===== config.mk =====
export PLATFORM = sky130hd
export DESIGN_NAME = ahblite_slave_mux_n
export DESIGN_NICKNAME = d
export VERILOG_FILES = /design/src/rtl/ahblite_slave_mux_n.sv
export SDC_FILE = /design/constraint.sdc
export NUM_CORES = 1
export LEC_CHECK = 0
export CAP_MARGIN = 20
export CORE_AREA = 2 2 87 89
export DETAILED_ROUTE_END_ITERATION = 7
export DIE_AREA = 0 0 89 91
export GPL_TIMING_DRIVEN = 0
export PLACE_DENSITY = 0.71
export SLEW_MARGIN = 5
export SYNTH_ARGS = -nofsm -noshare
export SYNTH_HDL_FRONTEND = slang
export SYNTH_SLANG_ARGS = --single-unit
export TNS_END_PERCENT = 5

===== constraint.sdc =====
create_clock -name HCLK -period 2.55 [get_ports HCLK]
set_clock_uncertainty 0.1 [all_clocks]
set_input_delay 0.51 -clock HCLK [delete_from_list [all_inputs] [get_ports HCLK]]
set_output_delay 0.51 -clock HCLK [all_outputs]
set_load 0.03 [all_outputs]

===== src/rtl/ahblite_slave_mux_n.sv =====
// -----------------------------------------------------------------------------
// ahblite_slave_mux_n
//
// AHB-Lite data-phase response multiplexer with a built-in default slave.
// The decoder's P_HSEL is captured in the address phase (HREADY=1). In the
// data phase the selected slave's HREADYOUT/HRESP/HRDATA are forwarded to the
// master. Active transfers that decode to no slave, or to more than one slave,
// get a two-cycle ERROR from the default slave.
//
// Optional watchdog (define AHB_MUX_TIMEOUT_EN): a slave that holds
// HREADYOUT low for TIMEOUT_CYCLES consecutive data-phase cycles is abandoned.
// It gets a one-cycle P_ABORT pulse and the master gets a two-cycle ERROR.
//
// Ports
//   HCLK, HRESET      bus clock, asynchronous active-high reset
//   HREADY            system HREADY (this block's HREADYOUT fed back)
//   HTRANS            master transfer type (bit 1 = active transfer)
//   P_HSEL            decoder selects, one bit per slave port
//   P_HREADYOUT       per-port slave ready
//   P_HRESP           per-port slave response
//   P_HRDATA          per-port read data, port i at [i*DATA_W +: DATA_W]
//   HREADYOUT/HRESP/HRDATA   muxed response to the master
//   P_ABORT           one-cycle abort pulse to a timed-out slave
//   TIMEOUT_FLAG      sticky timeout status, cleared by TIMEOUT_CLR
//   TIMEOUT_PORT      index of the last timed-out port
//   TIMEOUT_CLR       clears TIMEOUT_FLAG (a timeout in the same cycle wins)
//   dbg_state         current FSM state, for observation only
//
// Valid/ready: an address phase is accepted on every rising HCLK edge where
// HREADY=1; a data phase completes on the edge where HREADYOUT=1.
// -----------------------------------------------------------------------------
module ahblite_slave_mux_n #(
    parameter int NUM_PORTS      = 5,
    parameter int DATA_W         = 32,
    parameter int TIMEOUT_CYCLES = 256
) (
    input  logic                        HCLK,
    input  logic                        HRESET,
    input  logic                        HREADY,
    input  logic [1:0]                  HTRANS,
    input  logic [NUM_PORTS-1:0]        P_HSEL,
    input  logic [NUM_PORTS-1:0]        P_HREADYOUT,
    input  logic [NUM_PORTS-1:0]        P_HRESP,
    input  logic [NUM_PORTS*DATA_W-1:0] P_HRDATA,
    output logic                        HREADYOUT,
    output logic                        HRESP,
    output logic [DATA_W-1:0]           HRDATA,
    output logic [NUM_PORTS-1:0]        P_ABORT,
    output logic                        TIMEOUT_FLAG,
    output logic [3:0]                  TIMEOUT_PORT,
    input  logic                        TIMEOUT_CLR,
    output logic [2:0]                  dbg_state
);

    typedef enum logic [2:0] {
        ST_IDLE  = 3'd0,
        ST_DATA  = 3'd1,
        ST_ERR1  = 3'd2,
        ST_ERR2  = 3'd3,
        ST_TERR1 = 3'd4,
        ST_TERR2 = 3'd5
    } state_t;

    state_t                 state_q, state_d;
    logic [NUM_PORTS-1:0]   sel_q;
    logic                   act_q;
    logic                   capture;
    logic                   trigger;

    // Decode class of the address-phase selects.
    logic hsel_none;
    logic hsel_one;
    assign hsel_none = (P_HSEL == '0);
    // Clearing the lowest set bit leaves zero only for a single set bit.
    assign hsel_one  = !hsel_none && ((P_HSEL & (P_HSEL - NUM_PORTS'(1))) == '0);

    // AND-OR mux over the registered one-hot select.
    logic              slv_rdy;
    logic              slv_rsp;
    logic [DATA_W-1:0] slv_dat;
    always_comb begin
        slv_rdy = 1'b0;
        slv_rsp = 1'b0;
        slv_dat = '0;
        for (int i = 0; i < NUM_PORTS; i++) begin
            if (sel_q[i]) begin
                slv_rdy = slv_rdy | P_HREADYOUT[i];
                slv_rsp = slv_rsp | P_HRESP[i];
                slv_dat = slv_dat | P_HRDATA[i*DATA_W +: DATA_W];
            end
        end
    end

    // Next state. An address phase is taken whenever HREADY is high, except
    // in the first cycle of an error response (HREADYOUT is low there anyway)
    // and on a watchdog abort.
    always_comb begin
        state_d = state_q;
        capture = 1'b0;
        case (state_q)
            ST_IDLE, ST_ERR2, ST_TERR2: begin
                if (HREADY) capture = 1'b1;
            end
            ST_DATA: begin
                if (trigger)     state_d = ST_TERR1;
                else if (HREADY) capture = 1'b1;
            end
            ST_ERR1:  state_d = ST_ERR2;
            ST_TERR1: state_d = ST_TERR2;
            default:  state_d = ST_IDLE;
        endcase
        if (capture) begin
            if (hsel_one)       state_d = ST_DATA;
            else if (HTRANS[1]) state_d = ST_ERR1;
            else                state_d = ST_IDLE;
        end
    end

    always_ff @(posedge HCLK or posedge HRESET) begin
        if (HRESET) begin
            state_q <= ST_IDLE;
            sel_q   <= '0;
            act_q   <= 1'b0;
        end else begin
            state_q <= state_d;
            if (trigger) begin
                // Forget the stalled slave so its late outputs are ignored.
                sel_q <= '0;
            end else if (capture) begin
                sel_q <= P_HSEL;
                act_q <= HTRANS[1];
            end
        end
    end

    // Response outputs. HRDATA is only non-zero while a real slave is selected.
    always_comb begin
        HREADYOUT = 1'b1;
        HRESP     = 1'b0;
        HRDATA    = '0;
        case (state_q)
            ST_DATA: begin
                HREADYOUT = slv_rdy;
                HRESP     = slv_rsp;
                HRDATA    = slv_dat;
            end
            ST_ERR1, ST_TERR1: begin
                HREADYOUT = 1'b0;
                HRESP     = 1'b1;
            end
            ST_ERR2, ST_TERR2: begin
                HREADYOUT = 1'b1;
                HRESP     = 1'b1;
            end
            default: ;
        endcase
    end

    assign dbg_state = state_q;

`ifdef AHB_MUX_TIMEOUT_EN
    localparam int                CW       = $clog2(TIMEOUT_CYCLES + 1);
    localparam logic [CW-1:0]     CNT_LAST = CW'(TIMEOUT_CYCLES - 1);

    logic [CW-1:0]        cnt_q;
    logic                 stall;
    logic [3:0]           sel_idx;
    logic [NUM_PORTS-1:0] abort_q;
    logic                 flag_q;
    logic [3:0]           port_q;

    assign stall = (state_q == ST_DATA) && !slv_rdy;
    // Firing one count early makes TERR1 the cycle right after the
    // TIMEOUT_CYCLES-th stalled cycle.
    assign trigger = stall && (cnt_q == CNT_LAST);

    always_comb begin
        sel_idx = 4'd0;
        for (int i = 0; i < NUM_PORTS; i++) begin
            if (sel_q[i]) sel_idx = 4'(i);
        end
    end

    always_ff @(posedge HCLK or posedge HRESET) begin
        if (HRESET) begin
            cnt_q   <= '0;
            abort_q <= '0;
            flag_q  <= 1'b0;
            port_q  <= 4'd0;
        end else begin
            if (stall && !trigger) cnt_q <= cnt_q + CW'(1);
            else                   cnt_q <= '0;
            // Registered abort lines up exactly with the TERR1 cycle.
            abort_q <= trigger ? sel_q : '0;
            if (trigger) begin
                flag_q <= 1'b1;
                port_q <= sel_idx;
            end else if (TIMEOUT_CLR) begin
                flag_q <= 1'b0;
            end
        end
    end

    assign P_ABORT      = abort_q;
    assign TIMEOUT_FLAG = flag_q;
    assign TIMEOUT_PORT = port_q;

    logic unused_sink;
    assign unused_sink = ^{HTRANS[0], act_q};
`else
    localparam int unused_timeout_cycles = TIMEOUT_CYCLES;

    assign trigger      = 1'b0;
    assign P_ABORT      = '0;
    assign TIMEOUT_FLAG = 1'b0;
    assign TIMEOUT_PORT = 4'd0;

    logic unused_sink;
    assign unused_sink = ^{HTRANS[0], act_q, TIMEOUT_CLR};
`endif

endmodule


==> key figures <==
Detailed routing
  • DR WL/cell: 18.3 µm
  • Antenna Nets Post-Route: 0
  • WL final: about 9300 µm
  • Vias: 2,581
  • DR iter-0 viols: 220
  • Drt drc: 0
  • Vias per inst: 5.05
  • Initial DRT Pass Iterations: 6

Global route
  • Congestion Overflow GR: 0
  • Total GRT Usage: between 20% and 30%
  • Vias in the first global route: 2,504
  • Largest net degree at the start of global routing: 11
  • Initial antenna violation count: 0
  • First-pass GRT wire length: 13,200 µm

Worst setup path
  • Cell Chain, Critical Path: clkbuf_1 -> clkbuf_2 -> a222oi_1 -> a21oi_1 -> dlygate4sd2_1
  • Worst path required time: roughly 1.9 ns
  • Critical path class: register to output pin
  • Critical-path top delay cell: dlygate4sd2_1
  • CP Max Fanout: 10
  • CP max stage delay: 0.43 ns
  • CP Launch Type: register
  • Worst path bufs/invs: 3
  • Crit path max-delay family: buffers and inverters
  • Setup crit end kind: output pin
  • Worst Path Arrival: 1.86 ns

Floorplan
  • Die area: 8100 µm²
  • Io pins: 228
  • Die height: between 90 and 100 µm
  • Num rows: 31
  • Initial Util: 19.8%
  • Core box area: 7140 µm²
  • DIE WIDTH: 89 µm

Yosys
  • Dominant cells by area after synthesis: a222oi_1 23%, a22oi_1 19%, dfrtp_1 14%, a21oi_1 13%, clkbuf_1 6.1%
  • Top FF cell, synth: dfrtp_1
  • #FFs+latches synth: 8
  • Post-synth ARST share: between 90% and 100%
  • Synth warnings: 0
  • Yosys cell types: 32
  • Post-synth EDFFs: 0
  • Syn_area_per_cell: 7.61 µm²
  • Synthesized area: 1420 µm²
  • Sequential share of the synthesized area: 14.1%
  • Synth top area share: 23.3%
  • Area leader, netlist: a222oi_1
  • Top-count cell post-synth: a21oi_1
  • Cell count after synthesis: 186
  • Most instantiated cells after synthesis: 36 x a21oi_1, 35 x a22oi_1, 33 x a222oi_1

Layout
  • Ant diodes: 0
  • Fin cells: a little over 500
  • Nets: 595
  • Layout area overhead: 162%
  • Layout cell share with drive strength beyond 1: ~17%
  • Filler cell count: 713

Timing
  • Part of the cycle the worst path needs: a little over nine tenths
  • Final Max Slew Viols: 0
  • Setup Viol. Count Final: 0
  • RSZ-0062 raised after global routing: yes
  • Post-layout minimum cycle time: 2.47 ns
  • Final Hold Fails: 0
  • Fmax: 0.404 GHz
  • Fin Hold WS: 0.417 ns
  • Setup TNS: 0 ns

Worst hold path
  • Hold Path Class: input port to async pin

Run
  • Max-cap violation count: 0

Placed design
  • Placed Cells: 509
  • Routability Congestion: about 0.90
  • Post-DP HPWL: 7650 µm
  • Port buffer count: 215

Clock network
  • Buffers inserted by post-CTS timing repair: 0
  • Root buf cell: clkbuf_8
  • Clock Tree Buf Depth: 2
  • Clk slew on worst S/H paths: 0.04 ns
  • Cts bufs inserted: 3
  • # clock sinks: 8
  • H-tree lvl count: 1
  • Worst skew pair latency: 0.24 ns
  • TritonCTS clock tree: done

Power and ir drop
  • Power density over the cells: 604 nW/µm²
  • Leakage: 1.48 nW
  • Peak supply drop: 0.258 mV
  • Total power: 2.24 mW

Run status
  • Outcome: finished, final reports clean
[routing by layer]
metal	part of all wire, %	global-route usage (%)
met1	35	24.0
met2	53	39.1
met3	10	3.64
met4	1.6	4.73
met5	0	0
[final timing paths]
| kind | start | to | slack (ns) | depth (start not counted) |
|---|---|---|---|---|
| max | sel_q[2] | HRDATA[26] | 0.08 | 5 |
| min | HRESET | dbg_state[1] | 0.42 | 2 |
| max reg2reg | dbg_state[0] | sel_q[0] | 0.99 | 4 |
| min reg2reg | dbg_state[1] | dbg_state[2] | 0.50 | 2 |
| max in group asynchronous | HRESET | sel_q[3] | 1.70 | 2 |
| min in group HCLK | dbg_state[1] | dbg_state[2] | 0.50 | 2 |
[registers in the layout, summed over array words and instances, names as in the netlist]
name and cells:
sel_q 5, dbg_state 3
[layout by cell type (no fill, tap or decap), types with 2 or more instances in the layout]
cell             synthesis  final
buf_4                   11     11
a222oi_1                33     33
a21oi_1                 36     36
mux2_1                   3      3
a22oi_1                 35     35
dlygate4sd2_1            0      4
inv_1                    3      3
clkbuf_1                23      2
o21ai_0                  2      2
nand2_1                  4      4
clkbuf_8                 0      3
buf_2                    0      4
clkdlybuf4s15_2          0     11
dfrtp_1                  8      8
xnor2_1                  2      2
clkdlybuf4s50_1          0    181
nor3_1                   2      2
clkbuf_2                 0     34
mux2_2                   2      2
o31ai_1                  2      2
nor2_1                   3      3
conb_1                   1     10
[final cells by class]
type | instances | area [µm²] | area share, %
Buffer | 33 | 193 | 5.20
Tap cell | 99 | 124 | 3.34
Inverter | 3 | 11.3 | 0.304
Clock buffer | 3 | 41.3 | 1.11
Timing Repair Buffer | 215 | 2070 | 55.8
Multi-Input combinational cell | 150 | 1070 | 28.9
Sequential cell | 8 | 200 | 5.41
[logic make-up after synthesis]
kind of cell              after synthesis  share of synthesized area, %
AOI/OAI and AO/OA                     114                          60.1
and+or+nand+nor                        18                          6.90
muxes                                   5                          3.98
other                                   1                         0.265
xor gates and xnor gates                3                          1.86
buffers and inverters                  37                          12.7
DFF                                     8                          14.1
[power breakdown]
part	switching, mW	total (mW)	internal [mW]
logic	1.13	1.89	0.764
clock network	0.0552	0.158	0.103
registers	0.0261	0.185	0.159
[timing repair]
action	4_1_cts	5_1_grt
pin swaps	1	1
hold buffers	0	0
gates resized for setup	77	45
setup endpoints to repair	34	23
[per-stage QoR]
stage | setup WS [ns] | utilization [%] | area, µm²
CTS | -0.000115 | 52.9 | 3770
global route | -0.0405 | 51.9 | 3700
finish | 0.0771 | 51.9 | 3700
floorplan | 0.318 | - | 1450
global placement | -0.295 | 52.2 | 3720
detailed placement | -0.249 | 52.2 | 3720
Power figures use the tool's default switching activity.
